--- src/rtl/pipelined_add_sub.sv ---
`default_nettype none
// ============================================================================
// Module   : pipelined_add_sub
// Purpose  : Parametrised pipelined adder/subtractor. Operands are cut into
//            STAGES slices of SW = WIDTH/STAGES bits. One slice is resolved
//            per clock, and the slice carry is registered between stages.
//            Inside a slice, 4-bit carry-lookahead groups are rippled.
//            Supports ADD/SUB/ADC/SBC. Produces carry, signed-overflow,
//            zero and negative flags. A valid/ready handshake is provided on
//            both the input side and the output side.
// Ports    : clock      - rising-edge clock
//            clear_n    - asynchronous active-low reset
//            in_valid   - operand set present this cycle
//            in_ready   - block accepts an operand set this cycle
//            a, b       - operands (WIDTH bits)
//            op         - 00 ADD, 01 SUB, 10 ADC, 11 SBC
//            carry_in   - carry input, used only by ADC/SBC
//            out_valid  - result and flags valid
//            out_ready  - downstream accepts the result
//            result     - sum/difference mod 2^WIDTH
//            carry_out  - carry out of MSB (for SUB/SBC, 1 = no borrow)
//            overflow   - signed overflow
//            zero       - result == 0
//            negative   - result MSB
// Parameters: WIDTH must be a multiple of 4*STAGES; latency = STAGES cycles.
// Revision : 1.0 - initial release
// ============================================================================
module pipelined_add_sub #(
    parameter int WIDTH  = 32,
    parameter int STAGES = 4
) (
    input  logic             clock,
    input  logic             clear_n,
    input  logic             in_valid,
    output logic             in_ready,
    input  logic [WIDTH-1:0] a,
    input  logic [WIDTH-1:0] b,
    input  logic [1:0]       op,
    input  logic             carry_in,
    output logic             out_valid,
    input  logic             out_ready,
    output logic [WIDTH-1:0] result,
    output logic             carry_out,
    output logic             overflow,
    output logic             zero,
    output logic             negative
);

    localparam int SW     = WIDTH / STAGES;
    localparam int GROUPS = SW / 4;
    localparam int MSB    = WIDTH - 1;

    // ------------------------------------------------------------------
    // Slice adder: GROUPS rippled 4-bit carry-lookahead groups.
    // The returned value is {carry_out, sum[SW-1:0]}.
    // ------------------------------------------------------------------
    function automatic logic [SW:0] slice_add(
        input logic [SW-1:0] x,
        input logic [SW-1:0] y,
        input logic          c
    );
        logic [SW-1:0] s;
        logic [3:0]    g;
        logic [3:0]    p;
        logic [4:0]    cc;
        logic          grp_c;
        s     = '0;
        grp_c = c;
        for (int gi = 0; gi < GROUPS; gi++) begin
            g     = x[gi*4 +: 4] & y[gi*4 +: 4];
            p     = x[gi*4 +: 4] ^ y[gi*4 +: 4];
            cc[0] = grp_c;
            cc[1] = g[0] | (p[0] & cc[0]);
            cc[2] = g[1] | (p[1] & g[0]) | (p[1] & p[0] & cc[0]);
            cc[3] = g[2] | (p[2] & g[1]) | (p[2] & p[1] & g[0])
                  | (p[2] & p[1] & p[0] & cc[0]);
            cc[4] = g[3] | (p[3] & g[2]) | (p[3] & p[2] & g[1])
                  | (p[3] & p[2] & p[1] & g[0])
                  | (p[3] & p[2] & p[1] & p[0] & cc[0]);
            s[gi*4 +: 4] = p ^ cc[3:0];
            grp_c        = cc[4];
        end
        return {grp_c, s};
    endfunction

    // ------------------------------------------------------------------
    // Handshake: the whole pipe moves whenever the output slot is free or
    // being drained, so a full pipe can accept and drain in the same cycle.
    // ------------------------------------------------------------------
    logic w_advance;
    assign w_advance = out_ready | ~out_valid;
    assign in_ready  = w_advance;

    // Operand conditioning ahead of stage 0.
    logic [WIDTH-1:0] w_b_eff;
    logic             w_cin;
    assign w_b_eff = op[0] ? ~b : b;
    assign w_cin   = op[1] ? carry_in : op[0];

    // Flag registers, loaded alongside the final stage.
    logic r_ovf_q;
    logic r_zero_q;
    logic r_neg_q;

    // ------------------------------------------------------------------
    // Stage k resolves bits [k*SW +: SW]. Each stage only carries forward
    // the operand bits that later stages still need and the sum bits that
    // earlier stages already produced, so register widths vary per stage.
    // ------------------------------------------------------------------
    for (genvar k = 0; k < STAGES; k++) begin : g_stage
        localparam int LO = k * SW;

        logic [WIDTH-1:LO]    w_a_in;
        logic [WIDTH-1:LO]    w_b_in;
        logic                 w_c_in;
        logic                 w_v_in;
        logic [SW:0]          w_slice;
        logic [LO+SW-1:0]     sum_d;
        logic                 carry_d;

        logic                 valid_q;
        logic                 carry_q;
        logic [LO+SW-1:0]     sum_q;

        if (k == 0) begin : g_first
            assign w_a_in = a;
            assign w_b_in = w_b_eff;
            assign w_c_in = w_cin;
            assign w_v_in = in_valid;
            assign sum_d  = w_slice[SW-1:0];
        end else begin : g_next
            assign w_a_in = g_stage[k-1].g_fwd.opa_q;
            assign w_b_in = g_stage[k-1].g_fwd.opb_q;
            assign w_c_in = g_stage[k-1].carry_q;
            assign w_v_in = g_stage[k-1].valid_q;
            assign sum_d  = {w_slice[SW-1:0], g_stage[k-1].sum_q};
        end

        assign w_slice = slice_add(w_a_in[LO +: SW], w_b_in[LO +: SW], w_c_in);
        assign carry_d = w_slice[SW];

        // Bubbles shift with the data; their payload may be stale but their
        // valid bit is 0, so they never reach out_valid.
        always_ff @(posedge clock or negedge clear_n) begin
            if (!clear_n) begin
                valid_q <= 1'b0;
                carry_q <= 1'b0;
                sum_q   <= '0;
            end else if (w_advance) begin
                valid_q <= w_v_in;
                carry_q <= carry_d;
                sum_q   <= sum_d;
            end
        end

        if (k < STAGES - 1) begin : g_fwd
            // Upper operand slices still to be consumed, including the MSBs
            // needed by the overflow flag at the last stage.
            logic [WIDTH-1:LO+SW] opa_q;
            logic [WIDTH-1:LO+SW] opb_q;

            always_ff @(posedge clock or negedge clear_n) begin
                if (!clear_n) begin
                    opa_q <= '0;
                    opb_q <= '0;
                end else if (w_advance) begin
                    opa_q <= w_a_in[WIDTH-1:LO+SW];
                    opb_q <= w_b_in[WIDTH-1:LO+SW];
                end
            end
        end else begin : g_flags
            // The final stage sees the complete sum, so all flags are
            // computed here and registered with the last slice.
            always_ff @(posedge clock or negedge clear_n) begin
                if (!clear_n) begin
                    r_ovf_q  <= 1'b0;
                    r_zero_q <= 1'b0;
                    r_neg_q  <= 1'b0;
                end else if (w_advance) begin
                    r_ovf_q  <= (w_a_in[MSB] == w_b_in[MSB]) & (sum_d[MSB] != w_a_in[MSB]);
                    r_zero_q <= (sum_d == '0);
                    r_neg_q  <= sum_d[MSB];
                end
            end
        end
    end

    assign out_valid = g_stage[STAGES-1].valid_q;
    assign result    = g_stage[STAGES-1].sum_q;
    assign carry_out = g_stage[STAGES-1].carry_q;
    assign overflow  = r_ovf_q;
    assign zero      = r_zero_q;
    assign negative  = r_neg_q;

endmodule
`default_nettype wire
--- config.mk ---
export PLATFORM = sky130hd
export DESIGN_NAME = pipelined_add_sub
export DESIGN_NICKNAME = d
export VERILOG_FILES = /design/src/rtl/pipelined_add_sub.sv
export SDC_FILE = /design/constraint.sdc
export NUM_CORES = 1
export LEC_CHECK = 0
export ABC_AREA = 1
export CORE_ASPECT_RATIO = 2
export CORE_UTILIZATION = 51
export CTS_CLUSTER_DIAMETER = 120
export CTS_CLUSTER_SIZE = 12
export DETAILED_ROUTE_END_ITERATION = 12
export PLACE_DENSITY = 0.79
export SETUP_SLACK_MARGIN = 0.02
export SYNTH_ARGS = -nofsm -noshare
export SYNTH_HDL_FRONTEND = slang
export SYNTH_SLANG_ARGS = --single-unit
--- constraint.sdc ---
create_clock -name clock -period 3 [get_ports clock]
set_clock_uncertainty 0.2 [all_clocks]
set_input_delay 0.3 -clock clock [delete_from_list [all_inputs] [get_ports clock]]
set_output_delay 0.3 -clock clock [all_outputs]
set_load 0.01 [all_outputs]
==> results.toml, run 1 <==
[status]
outcome = "completed"

[finish]
fill_cells = 1389
final_common_cell = "nand2_1"
syn_to_final_growth_pct = 21.9
nNetsFinal = 1196
layout.cells.most_common_list = "nand2_1 (407), dfrtp_1 (186), clkdlybuf4s50_1 (106)"
drive_gt1_share_pct = 4.65
n_antenna_cell = 0
fin_util_pct = 63.1

[floorplan]
io_pins = 109
die_w_um = 94.0
die_y_um = 186
initial_core_util_pct = 51.8
fp.coreArea_sq_um = 16700
die_area_sq_um = 17500
rows = 67

[sta]
clock.fmax_mhz = 399
fin_crit_sh_pct = 83.5
slew_viol_final = 0
finalSetupViolCount = 0
tns_ns = 0
relSlewSlack_pct = 64.4
hold_viol = 0
fin_ws_ns = 0.495
worstMarginPinSlew_ns = 0.534
grt_setup_unrepaired = "no"
period_minus_slack_ns = 2.51

[critical_path]
arrival_ns = 2.67
path_max_fanout = 5
crit_type = "reg2reg"
max_stage_delay_ns = 0.48
crit_path_end_kind = "flop"
critPathSlowestCell = "fa_1"
cp-start-kind = "flop"
cp_cell_sequence = "ha_1 -> nand2_1 -> nand2_1 -> nor2_1 -> nand3_2 -> fa_1 -> nor3_1 -> nand3_1 -> nor2_1 -> nand3_1 -> nor2_1 -> nand3_1 -> nand2_1"
critPathRequiredTime_ns = 3.17

[synthesis]
synth_top_flop_cell = "dfrtp_1"
synth.distinct_cells = 33
seq_area_frac_synth_pct = 53.9
synth_area_sq_um = 8640
async_flop_share_pct = 100
yosysWarnings = 0
synth_cells = 993
synth_edf_count = 0
avgSynthCellArea_sq_um = 8.70
synth_fp_nets = 1104
ys_ff_latch = 186

[power_and_ir_drop]
p_per_area_nw_per_um2 = 1020
power_leakage_uw = 0.00521
vdd_drop_max_mv = 0.490

[detailed_routing]
route.layer.met1.wl_um = 6980
routed_wl_um = 17200
drtPass1Iterations = 4
drtAntennaViolNets = 0
num_vias = 6548
wl_met3_um = 499
route.met2.wl_um = 9280
drt_iter0_drc = 397
viasPerCell = 5.03
highest_layer = "met4"
wire_per_inst_um = 13.2
drc = 0

[placement]
place_congestion = 0.816
post-dp-hpwl_um = 11900
io_buffers = 108
dp_slack_ns = 0.314

[global_route]
grt_use_total_pct = 21.5
grt_overflow = 0
grt_max_degree = 84
grt_antenna_before_repair = 0
grt_pass1_wl_um = 29400
grt_pass1_vias = 6511

[clock_tree]
clk_pin_slew_ns = 0.07
clk_latency_ns = 0.42
cts_buffers = 17
htreeDepth = 4
cts_resized = 0
cts_sinks = 186
tritoncts = "yes"
cts_buffer_depth = 2
cts_root_buf = "clkbuf_16"

[hold_path]
holdCritPathClass = "in2reg"

[job]
cap_violations = 0
-- path summary, 6_finish.rpt --
check                                                start                          to  slack (ns)  cells after the start
worst max-delay path            g_stage[2].g_fwd.opa_q[27]                        zero        0.49                     13
worst min-delay path                                 a[16]  g_stage[0].g_fwd.opa_q[16]        0.21                      3
worst max register to register  g_stage[2].g_fwd.opa_q[27]                        zero        0.49                     13
worst min register to register          g_stage[2].valid_q                   out_valid        0.25                      2
max in group asynchronous                          clear_n  g_stage[1].g_fwd.opb_q[24]        1.61                      3
min in group asynchronous                          clear_n                  result[13]        0.24                      2
-- state kept, by name (all words and copies together) (netlist names) --
signal               flops
g_stage.sum_q           48
carry_out                1
g_stage.g_fwd.opb_q     48
out_valid                1
overflow                 1
g_stage.valid_q          3
g_stage.g_fwd.opa_q     48
g_stage.carry_q          3
result                  32
zero                     1
-- area by class of cell --
cell class                      count  area, sq um  share of cell area, %
Clock buffer                       19          453                   4.30
Multi-Input combinational cell    691         3490                   33.1
Clock inverter                     11          161                   1.53
Tap cell                          207          259                   2.46
Timing Repair Buffer              120         1250                   11.8
Inverter                           69          264                   2.51
Sequential cell                   186         4650                   44.2
-- timing repair --
item / 4_1_cts / 5_1_grt
endpoints found under the hold margin: 64 / 0
hold buffers: 1 / 0
setup buffers: 0 / 0
-- synthesized netlist by cell type, types with 4 or more instances --
library cell  instances  area [sq um]
nand3_1              24           120
a21oi_1              13          65.1
nand4_1               5          31.3
fa_1                  8           160
buf_4                12          90.1
xor2_1               10          87.6
inv_1                66           248
nand2_1             407          1530
o21ai_0              95           475
a31oi_1               4          25.0
dfrtp_1             186          4650
o21ai_1               4          20.0
ha_1                 32           400
xnor2_1              30           263
nor2_1               37           139
clkbuf_1             16          60.1
buf_2                15          75.1
-- cell families (layout without fill, tap and decap cells) --
kind of cell / count (synthesis) / count (layout) / share of synthesized area, %
buffers and inverters: 116 / 219 / 5.79
AOI/OAI and AO/OA: 129 / 129 / 8.02
and+or+nand+nor: 482 / 482 / 21.8
xor gates and xnor gates: 40 / 40 / 4.05
DFF: 186 / 186 / 53.9
adders and majority gates: 40 / 40 / 6.49
-- through the flow --
stage / hold WS, ns / total power [uW] / std cells / area (sq um)
3_3_place_gp: 0.129 / 8230 / 1272 / 9900
4_1_cts: 0.200 / 10900 / 1303 / 10500
5_1_grt: 0.206 / 11700 / 1303 / 10500
6_report: 0.212 / 10700 / 1303 / 10500
3_5_place_dp: 0.131 / 8450 / 1272 / 9900
2_1_floorplan: -0.196 / 7010 / 993 / 8640
-- per-layer routing --
metal / track usage, % / up-vias
met2: 38.6 / 134
li1: - / 3303
met3: 3.51 / 29
met1: 25.0 / 3082
met5: 0 / -
met4: 8.86 / 0
-- worst max-delay path, delay by kind of cell, from the launching register on --
family                   cells  cell delay, ns
flip-flops                   1            0.38
adder cells (fa/ha/maj)      2            0.85
AND/OR/NAND/NOR             11            1.02
-- report_power, final --
group          switching (uW)  internal [uW]  total, uW
sequential                663           3620       4290
clock                     957           1360       2320
combinational            2340           1800       4140
No activity file was read; power rests on OpenSTA's default activity.
==> inputs of run 2 (changes only) <==
==> constraint.sdc (replaced) <==
create_clock -name clock -period 2.45 [get_ports clock]
set_clock_uncertainty 0.2 [all_clocks]
set_input_delay 0.245 -clock clock [delete_from_list [all_inputs] [get_ports clock]]
set_output_delay 0.245 -clock clock [all_outputs]
set_load 0.01 [all_outputs]
==> run 2 against run 1 <==
Against the previous run: cell area rose by 0.81%; power rose by 23%; utilization rose by 0.51 points; clock power rose by 17%; global-route usage barely moved; combinational power rose by 26%; cell count rose by 0.84%; die area did not move; wire length barely moved; worst setup slack got worse by 0.44 ns; largest cell class unchanged; largest power group unchanged; highest routed layer unchanged.
==> results.toml, run 2 (synthesis results as in run 1) <==
[status]
outcome = "completed"

[detailed_routing]
drtPass1Iterations = 6
drc = 0
drtAntennaViolNets = 0
viasPerCell = 5.05
num_vias = 6641
drt_iter0_drc = 357
routed_wl_um = 17200
wire_per_inst_um = 13.1

[global_route]
grt_pass1_vias = 6479
grt_antenna_before_repair = 0
grt_pass1_wl_um = 29400
grt_max_degree = 65
grt_overflow = 0
grt_use_total_pct = 21.5

[finish]
layout.cells.most_common_list = "nand2_1 (404), dfrtp_1 (186), clkdlybuf4s50_1 (106)"
final_common_cell = "nand2_1"
reg_top3 = "g_stage.g_fwd.opa_q (48), g_stage.g_fwd.opb_q (48), g_stage.sum_q (48)"
n_antenna_cell = 0
fin_util_pct = 63.6
syn_to_final_growth_pct = 22.9
nNetsFinal = 1206
drive_gt1_share_pct = 6.23

[floorplan]
die_w_um = 94.0
fp.coreArea_sq_um = 16700
die_y_um = 186
die_area_sq_um = 17500
io_pins = 109
initial_core_util_pct = 51.8
rows = 67

[hold_path]
holdCritPathClass = "in2reg"
min_path_cells = 3

[sta]
worstMarginPinSlew_ns = 0.517
clock.fmax_mhz = 418
fin_ws_ns = 0.0577
slew_viol_final = 0
hold_viol = 0
grt_setup_unrepaired = "yes"
relSlewSlack_pct = 65.5
fin_crit_sh_pct = 97.6
period_minus_slack_ns = 2.39
finalSetupViolCount = 0

[power_and_ir_drop]
clockPowerShare_pct = 20.6
vdd_drop_max_mv = 0.595
p_sw_share_pct = 37.2
p_switching_uw = 4910
combPwrFrac_pct = 39.4
p_per_area_nw_per_um2 = 1240
p_int_uw = 8300
p_seq_share_pct = 40.1
power_leakage_uw = 0.00523

[critical_path]
crit_type = "reg2reg"
r2r_slack_ns = 0.06
cp.depth = 13
timing.rr.end = "zero"
r2r-start = "g_stage[2].g_fwd.opb_q[25]"
arrival_ns = 2.56
reg2reg_depth = 13
path_max_fanout = 4
worst-path-buf-inv = 0
critPathRequiredTime_ns = 2.62
crit_start = "g_stage[2].g_fwd.opb_q[25]"
crit_path_end = "zero"
cp_top_family = "simple AND/OR/NAND/NOR gates"
max_stage_delay_ns = 0.45
critPathSlowestCell = "fa_1"
crit_path_end_kind = "flop"
cp-start-kind = "flop"
cp_cell_sequence = "ha_4 -> nand2_1 -> nor2_2 -> nand2_1 -> nand3_2 -> fa_1 -> nor3_2 -> nand3_1 -> nor2_1 -> nand3_1 -> nor2_1 -> nand3_1 -> nand2_1"

[clock_tree]
htreeDepth = 4
cts_buffer_depth = 2
tritoncts = "yes"
clk_pin_slew_ns = 0.07
clk_latency_ns = 0.43
cts_root_buf = "clkbuf_16"
cts_sinks = 186
cts_buffers = 17

[job]
cap_violations = 0

[placement]
dp_slack_ns = -0.0652
io_buffers = 108
place_congestion = 0.797
post-dp-hpwl_um = 12200
==> run 2: area by class of cell <==
type / instances / area [sq um]
multi-input combinational: 691 / 3540
inverter: 69 / 264
timing repair buffer: 130 / 1310
clock buffer: 20 / 447
clock inverter: 11 / 135
sequential: 186 / 4650
tap: 207 / 259
fill: 1379 / 6070
==> run 2: power by group through the flow <==
stage | logic [uW] | registers (uW) | clock network (uW)
after CTS | 5150 | 5290 | 2760
final | 5200 | 5290 | 2720
after global placement | 4850 | 5250 | 0
after floorplan | 3360 | 5220 | 0
after detailed placement | 5050 | 5310 | 0
after global routing | 5980 | 5450 | 2880
==> run 2: metrics by stage <==
step                cell area (sq um)  setup TNS (ns)  hold slack (ns)  std cells  total power [uW]
floorplan                        8640               0           -0.251        993              8580
global placement                 9950               0           0.0693       1280             10100
detailed placement               9950          -0.123           0.0699       1280             10400
CTS                             10600               0            0.140       1312             13200
global route                    10600          -0.140            0.172       1314             14300
finish                          10600               0            0.157       1314             13200
==> run 2: per-layer routing <==
layer	track usage (%)	share of wire (%)
met4	8.06	2.3
met3	3.47	2.8
met2	38.8	54
met5	0	0
met1	25.2	41
==> run 2: worst min path at each step <==
stage	startpoint	slack, ns	end
2_1_floorplan	clear_n	-0.25	carry_out
3_3_place_gp	clear_n	0.07	result[10]
3_5_place_dp	clear_n	0.07	result[15]
4_1_cts	a[13]	0.14	g_stage[0].g_fwd.opa_q[13]
5_1_grt	a[13]	0.17	g_stage[0].g_fwd.opa_q[13]
6_report	a[14]	0.16	g_stage[0].g_fwd.opa_q[14]
==> run 2: what timing repair did <==
item | CTS | global route
pin swaps | 0 | 3
hold buffers | 1 | 0
buffers inserted | 0 | 2
resized for setup | 3 | 6
setup endpoints to repair | 1 | 1
hold endpoints to repair | 61 | 0
==> run 2: worst min-delay path: stages <==
cell and delay (ns):
clkdlybuf4s50_1 0.39, nand2_1 0.06, nand2_1 0.05
==> inputs of run 3 (changes only) <==
--- a/config.mk
+++ b/config.mk
@@ -6,13 +6,13 @@
 export NUM_CORES = 1
 export LEC_CHECK = 0
 export ABC_AREA = 1
-export CORE_ASPECT_RATIO = 2
 export CORE_UTILIZATION = 51
 export CTS_CLUSTER_DIAMETER = 120
 export CTS_CLUSTER_SIZE = 12
 export DETAILED_ROUTE_END_ITERATION = 12
 export PLACE_DENSITY = 0.79
 export SETUP_SLACK_MARGIN = 0.02
+export SLEW_MARGIN = 30
 export SYNTH_ARGS = -nofsm -noshare
 export SYNTH_HDL_FRONTEND = slang
 export SYNTH_SLANG_ARGS = --single-unit
==> run 3 against run 2 <==
Against the previous run: via count down 0.21%; sequential cell count unchanged; largest cell class unchanged; highest routed layer unchanged; combinational power up 2%; die area down 0.18%; worst setup slack better by 0.0079 ns; critical path type unchanged; power about the same.
==> results.toml, run 3 (synthesis results as in run 1) <==
[detailed_routing]
viasPerCell = 5.00
drc = 0
routed_wl_um = 17400
drtAntennaViolNets = 0
num_vias = 6627
wire_per_inst_um = 13.1
drtPass1Iterations = 7
drt_iter0_drc = 526

[critical_path]
r2r-start = "g_stage[2].g_fwd.opb_q[24]"
worst-path-buf-inv = 0
max_stage_delay_ns = 0.43
cp_top_family = "simple AND/OR/NAND/NOR gates"
reg2reg_depth = 13
cp_cell_sequence = "ha_1 -> nand2_2 -> nor2_2 -> nand2_1 -> nand3_2 -> fa_1 -> xnor2_2 -> nand2_1 -> nor2_1 -> nand3_1 -> nor2_1 -> nand3_1 -> nand2_1"
critPathSlowestCell = "fa_1"
path_max_fanout = 3
cp.depth = 13
timing.rr.end = "zero"
critPathMostFrequentCell = "nand2_1"
crit_path_end = "zero"
critPathRequiredTime_ns = 2.62
crit_start = "g_stage[2].g_fwd.opb_q[24]"
crit_path_end_kind = "flop"
arrival_ns = 2.55
cp-start-kind = "flop"
r2r_slack_ns = 0.07
crit_type = "reg2reg"

[finish]
ff_latch_area_sq_um = 4650
layout.cells.most_common_list = "nand2_1 (404), dfrtp_1 (186), clkdlybuf4s50_1 (106)"
nNetsFinal = 1205
drive_gt1_share_pct = 6.24
reg_top3 = "g_stage.g_fwd.opa_q (48), g_stage.g_fwd.opb_q (48), g_stage.sum_q (48)"
syn_to_final_growth_pct = 23.1
design_area_sq_um = 10600
n_antenna_cell = 0
fill_cells = 1365
final_common_cell = "nand2_1"
multi_input_area_sq_um = 3550
fin_util_pct = 64.2

[clock_tree]
postCtsSetupBuffers = 0
clk_pin_slew_ns = 0.06
tritoncts = "yes"
cts_root_buf = "clkbuf_16"
cts_buffers = 17
clk_latency_ns = 0.43
cts_buffer_depth = 2
htreeDepth = 4
cts_sinks = 186

[status]
outcome = "completed"

[global_route]
grt_pass1_wl_um = 29700
grt_pass1_vias = 6308
grt_antenna_before_repair = 0
grt_overflow = 0
grt_max_degree = 88
grt_use_total_pct = 21.5

[sta]
relSlewSlack_pct = 68.8
grt_setup_unrepaired = "yes"
fin_crit_sh_pct = 97.3
tns_ns = 0
worstMarginPinSlew_ns = 0.468
clock.fmax_mhz = 419
hold_viol = 0
slew_viol_final = 0
period_minus_slack_ns = 2.38
finalSetupViolCount = 0

[floorplan]
io_pins = 109
fp.coreArea_sq_um = 16600
initial_core_util_pct = 52.1
die_y_um = 132
die_area_sq_um = 17500
die_w_um = 132
rows = 47

[job]
cap_violations = 0

[placement]
io_buffers = 108
placedInstanceArea_sq_um = 10000
post-dp-hpwl_um = 11700
place_congestion = 0.820

[power_and_ir_drop]
vdd_drop_max_mv = 0.627
power_leakage_uw = 0.00523
p_per_area_nw_per_um2 = 1240
report.power.total_uw = 13200

[hold_path]
holdCritPathClass = "in2async"
-- run 3: power by group --
part / total, uW / switching (uW) / internal [uW]
Clock: 2650 / 1130 / 1510
Combinational: 5280 / 2940 / 2340
Sequential: 5270 / 828 / 4440
Total: 13200 / 4900 / 8290
-- run 3: repair_timing --
item | 4_1_cts | 5_1_grt
endpoints found under the hold margin | 186 | 0
endpoints found under the setup margin | 1 | 1
pin swaps | 0 | 1
cloned | 0 | 0
hold buffers | 1 | 0
resized for setup | 3 | 7
-- run 3: metal layers --
layer  vias up  global-route usage [%]  wire length (um)
met1      3126                    28.5              7840
met4         0                    8.46               335
met2       145                    34.8              8560
li1       3327                       -                 -
met5         -                       0                 0
met3        29                    4.27               638
-- run 3: how the worst min path moves through the flow --
stage / depth (start not counted) / startpoint / end
3_5_place_dp: 1 / clear_n / g_stage[1].g_fwd.opb_q[26]
3_3_place_gp: 1 / clear_n / g_stage[1].g_fwd.opb_q[26]
6_report: 2 / clear_n / g_stage[0].g_fwd.opa_q[24]
5_1_grt: 2 / clear_n / g_stage[0].g_fwd.opa_q[26]
2_1_floorplan: 0 / clear_n / carry_out
4_1_cts: 2 / clear_n / g_stage[1].g_fwd.opb_q[26]
-- run 3: through the flow --
step / setup WS (ns) / std cells / hold WS [ns]
finish: 0.0657 / 1325 / 0.0941
CTS: 0.0469 / 1325 / 0.0920
detailed placement: -0.153 / 1294 / -0.00812
floorplan: 0.0360 / 993 / -0.251
global route: -0.106 / 1325 / 0.107
global placement: -0.0798 / 1294 / -0.00354
-- run 3: area by class of cell --
class	instances	area share, %
clock inverters	11	1.15
flip-flops and latches	186	43.7
inverters	69	2.48
well taps	220	2.59
clock buffers	19	4.16
multi-input cells	691	33.4
repair buffers	129	12.5
